--- config.mk ---
export PLATFORM = sky130hd
export DESIGN_NAME = ks_xor_stage
export DESIGN_NICKNAME = d
export VERILOG_FILES = /design/src/rtl/ks_xor_stage.sv
export SDC_FILE = /design/constraint.sdc
export NUM_CORES = 1
export LEC_CHECK = 0
export ABC_AREA = 1
export BUFFER_PORTS_ARGS = -buffer_cell sky130_fd_sc_hd__buf_2
export CAP_MARGIN = 15
export CORE_MARGIN = 5
export CORE_UTILIZATION = 59
export CTS_CLUSTER_DIAMETER = 30
export DETAILED_ROUTE_END_ITERATION = 7
export PLACE_DENSITY = 0.82
export SLEW_MARGIN = 10
export SYNTH_ARGS = -nofsm -noshare
export SYNTH_HDL_FRONTEND = slang
export SYNTH_SLANG_ARGS = --single-unit
export TNS_END_PERCENT = 50
--- constraint.sdc ---
create_clock -name clk -period 3.09 [get_ports clk]
set_clock_uncertainty 0.15 [all_clocks]
set_input_delay 0.7725 -clock clk [delete_from_list [all_inputs] [get_ports clk]]
set_output_delay 0.7725 -clock clk [all_outputs]
set_load 0.005 [all_outputs]
--- src/rtl/ks_xor_stage.sv ---
// ks_xor_stage: buffers keystream words from the PRNG in a small FIFO and
// XORs each buffered word with exactly one incoming data word, producing a
// registered result. Encryption and decryption are the same operation.
//
// Handshake semantics (all three channels): a transfer happens on a rising
// clock edge where valid and ready are both high. A source holds valid and
// its data stable until the transfer; ready never depends on the same
// channel's valid. ks_ready is a function of registered state only, and
// in_ready depends on registered state, out_ready and flush.
module ks_xor_stage #(
    parameter int WIDTH = 32,
    parameter int DEPTH = 8,   // power of 2, at least 2
    parameter int CNT_W = 32
) (
    input  logic                     clk,
    input  logic                     rst_n,
    input  logic                     ks_valid,
    input  logic [WIDTH-1:0]         ks_data,
    output logic                     ks_ready,
    input  logic                     flush,
    input  logic                     in_valid,
    input  logic [WIDTH-1:0]         in_data,
    output logic                     in_ready,
    output logic                     out_valid,
    output logic [WIDTH-1:0]         out_data,
    input  logic                     out_ready,
    output logic [$clog2(DEPTH):0]   ks_level,
    output logic [CNT_W-1:0]         word_count
);

    localparam int PTR_W = $clog2(DEPTH);
    localparam int LVL_W = PTR_W + 1;
    localparam logic [LVL_W-1:0] FULL_LVL = LVL_W'(DEPTH);

    // Keystream storage and pointers; pointers wrap naturally at DEPTH.
    logic [WIDTH-1:0] mem_q [DEPTH];
    logic [WIDTH-1:0] mem_d [DEPTH];
    logic [PTR_W-1:0] wr_ptr_q, wr_ptr_d;
    logic [PTR_W-1:0] rd_ptr_q, rd_ptr_d;
    // Occupancy kept in its own counter so full and empty are unambiguous.
    logic [LVL_W-1:0] level_q, level_d;

    // Registered output stage and accepted-word counter.
    logic             out_valid_q, out_valid_d;
    logic [WIDTH-1:0] out_data_q, out_data_d;
    logic [CNT_W-1:0] word_count_q, word_count_d;

    logic             push;
    logic             accept;
    logic [WIDTH-1:0] head;

    // Ready signals: a full FIFO refuses pushes even if a pop happens this
    // cycle; data is only taken when a keystream word is already buffered
    // and the output register is free or being drained.
    always_comb begin
        ks_ready = (level_q != FULL_LVL);
        in_ready = (level_q != '0) && (!out_valid_q || out_ready) && !flush;
    end

    // Next-state logic: flush wins over everything except word_count.
    always_comb begin
        push         = ks_valid && ks_ready && !flush;
        accept       = in_valid && in_ready;
        head         = mem_q[rd_ptr_q];
        mem_d        = mem_q;
        wr_ptr_d     = wr_ptr_q;
        rd_ptr_d     = rd_ptr_q;
        level_d      = level_q;
        out_valid_d  = out_valid_q;
        out_data_d   = out_data_q;
        word_count_d = word_count_q;

        if (flush) begin
            wr_ptr_d    = '0;
            rd_ptr_d    = '0;
            level_d     = '0;
            out_valid_d = 1'b0;
        end else begin
            if (push) begin
                mem_d[wr_ptr_q] = ks_data;
                wr_ptr_d        = wr_ptr_q + PTR_W'(1);
            end

            if (accept) begin
                // The head is read from registered storage, so a word pushed
                // this cycle is never used before the next cycle.
                rd_ptr_d     = rd_ptr_q + PTR_W'(1);
                out_data_d   = in_data ^ head;
                out_valid_d  = 1'b1;
                word_count_d = word_count_q + CNT_W'(1);
            end else if (out_valid_q && out_ready) begin
                // Result consumed with nothing new behind it; data is kept.
                out_valid_d = 1'b0;
            end

            case ({push, accept})
                2'b10:   level_d = level_q + LVL_W'(1);
                2'b01:   level_d = level_q - LVL_W'(1);
                default: level_d = level_q;
            endcase
        end
    end

    // State registers with asynchronous active-low reset.
    always_ff @(posedge clk or negedge rst_n) begin
        if (!rst_n) begin
            for (int i = 0; i < DEPTH; i++) begin
                mem_q[i] <= '0;
            end
            wr_ptr_q     <= '0;
            rd_ptr_q     <= '0;
            level_q      <= '0;
            out_valid_q  <= 1'b0;
            out_data_q   <= '0;
            word_count_q <= '0;
        end else begin
            for (int i = 0; i < DEPTH; i++) begin
                mem_q[i] <= mem_d[i];
            end
            wr_ptr_q     <= wr_ptr_d;
            rd_ptr_q     <= rd_ptr_d;
            level_q      <= level_d;
            out_valid_q  <= out_valid_d;
            out_data_q   <= out_data_d;
            word_count_q <= word_count_d;
        end
    end

    // Output mapping.
    always_comb begin
        out_valid  = out_valid_q;
        out_data   = out_data_q;
        ks_level   = level_q;
        word_count = word_count_q;
    end

endmodule

==> results.cfg <==
[timing]
drv_slew = 0
timing.hold.ws_ns = 0.0775
fin_setup_tns_ns = 0
grt_setup_unrepaired = false
period_share_pct = 82.3
hold_viol_final = 0
fin_ws_ns = 0.547
clock.fmax_mhz = 393
setup_viol = 0
min_period_ns = 2.54
tightest_slew_ns = 0.697
maxSlewHeadroom_pct = 53.4

[route]
wl_per_cell_um = 17.1
drc = 0
viasPerCell = 5.56
num_vias = 15000
final_antenna_net_count = 0
drtIter0Drc = 1593
dr.pass1.iters = 6
drt_wl_total_mm = 46.3

[synth]
yosys.area.top_type = dfrtp_1
yosysWarningCount = 0
synth_top_area_share_pct = 49.6
syn_nets = 2215
post-synth-top-count-cell = nand2_1
synthesis.area_mm2 = 0.0167
synth_area_leaders = dfrtp_1 50%, nand2_1 19%, nand3_1 6.8%, o21ai_1 5.5%, inv_1 5.0%
postSynthAreaPerCell_um2 = 7.81
async_flop_share_pct = 100
synth-edff-count = 0
synthDistinctLibCells = 32
yosysSeqAreaShare_pct = 49.6
synthTopCellsByCount = 824 x nand2_1, 331 x dfrtp_1, 227 x nand3_1
ys_ff_latch = 331
ys.flop_type = dfrtp_1
syn_inst = 2139

[critical_path]
critPathCapture = in_ready
r2r_end = ks_level[3]$_DFFE_PN0P_
critPathCaptureType = output pin
cp_data_required_time_ns = 2.17
worstReg2RegStart = ks_level[0]$_DFFE_PN0P_
cp-start-kind = flop
reg2reg_slack_ns = 0.64
arrival_ns = 1.62
crit_path_start = ks_level[0]$_DFFE_PN0P_
critical_path.max_fanout = 6
worst-setup-path-type = flop to output pin
r2r_cells = 14

[floorplanning]
die_h_um = 178
rows = 61
core_mm2 = 0.0279
die_x_um = 178
dieArea_mm2 = 0.0318
start_util_pct = 60.0
top_level_ports = 141

[placed_design]
routabilityCongestion = 0.972
dp.cells = 2579
numPortBuffers = 140
pre_cts_ws_ns = 0.406
hpwl_mm = 26.4
place_area_mm2 = 0.0175

[global_route]
grt_max_degree = 132
grt_pass1_wl_mm = 75.5
grt_usage_pct = 29.6
grt_util_met1_pct = 39.6
gr-total-overflow = 0
busiest_layer = met2
antenna_found_initial = 1
grt_pass1_vias = 14900
met3_usage_pct = 5.45
use_met2_pct = 48.4

[cells_and_area]
multi_input_area_mm2 = 0.00670
nNetsFinal = 2349
fillers = 1996
ff_latch_area_mm2 = 0.00829
drive_gt1_share_pct = 15.4
fin_area_mm2 = 0.0200
final_cells = 2702
area_delta_synth_final_pct = 19.7

[power_and_ir_drop]
power.density_mw_per_mm2 = 945
leakage_uw = 0.0101
vdd_drop_max_mv = 0.552

[cts]
ctsResizeCount = 0
tritoncts = built
cts_hold_buf = 0
clockBufferDepth = 3
cts_root_buf = clkbuf_16
post_cts_buffers = 0
clock_latency_ns = 0.56
clkTransAtPathRegs_ns = 0.04
numCtsBuffers = 70
cts_sinks = 331
htree_levels = 3

[run_status]
status = completed

[worst_hold_path]
hp-class = primary input to async pin

[flow_run]
maxCapViolCount = 0
## cell usage in the layout (no fill, tap or decap), drive strengths merged
cell type  Yosys  layout
nand2        825     825
dfrtp        331     331
o21ai        275     275
inv          226     232
nand3        228     228
buf           97     175
clkbuf        16      88
nor2          82      82
nand3b        16      16
clkinv         2      15
bufinv         0      12
xnor2         11      11
nand4          9       9
xor2           8       8
a21oi          5       5
ha             5       5
clkinvlp       0       3
diode          0       1
a22o           1       1
nor3           1       1
fa             1       1
## routing by layer
| metal | share of wire [%] | up-vias |
|---|---|---|
| met1 | 41 | 7125 |
| met4 | 2.6 | 2 |
| li1 | - | 7027 |
| met2 | 48 | 744 |
| met3 | 8.9 | 118 |
| met5 | 0.028 | - |
## per-stage QoR
step	total power [µW]	utilization, %
after floorplan	9500	-
after global placement	10600	62.9
after detailed placement	10800	62.9
after CTS	18900	71.8
after global routing	19900	71.8
final	18900	71.8
## worst min-delay path by stage
stage	start	endpoint	depth (start not counted)
2_1_floorplan	mem_q[151]$_DFFE_PN0P_	mem_q[151]$_DFFE_PN0P_	2
3_3_place_gp	out_data[0]$_DFFE_PN0P_	out_data[0]$_DFFE_PN0P_	2
3_5_place_dp	out_data[20]$_DFFE_PN0P_	out_data[20]$_DFFE_PN0P_	2
4_1_cts	rst_n	out_data[8]$_DFFE_PN0P_	1
5_1_grt	rst_n	out_data[8]$_DFFE_PN0P_	1
6_report	rst_n	out_data[5]$_DFFE_PN0P_	1
## cells by family after synthesis
group	synth area share, %
AO/OA/AOI/OAI	9.43
flip-flops	49.6
XOR/XNOR	0.996
adder cells (fa/ha/maj)	0.494
AND/OR/NAND/NOR	29.1
buffers and inverters	10.4
## flip-flops by register name, summed over array words and instances, names as in the netlist
register / cells
ks_level: 4
mem_q: 256
out_data: 32
out_valid: 1
rd_ptr_q: 3
word_count: 32
wr_ptr_q: 3
## layout make-up
class	count	share of cell area, %
timing repair buffer	175	5.93
antenna	1	0.0125
tap	378	2.37
inverter	228	4.30
sequential	331	41.5
clock inverter	34	2.54
multi-input combinational	1467	33.5
clock buffer	88	9.87
## where the power goes
group | leakage (µW) | internal (µW) | total, µW | switching (µW)
clock network | 0.00122 | 5490 | 7870 | 2370
registers | 0.00439 | 5460 | 6190 | 722
logic | 0.00453 | 1750 | 4840 | 3090
total | 0.0101 | 12700 | 18900 | 6190
## worst max-delay path, cell delays in order, from the launching register on
cell	delay (ns)
dfrtp_1	0.45
nor2_2	0.20
nand2_1	0.11
nand2_1	0.14
inv_1	0.05
buf_2	0.12
Power figures use the tool's default switching activity.
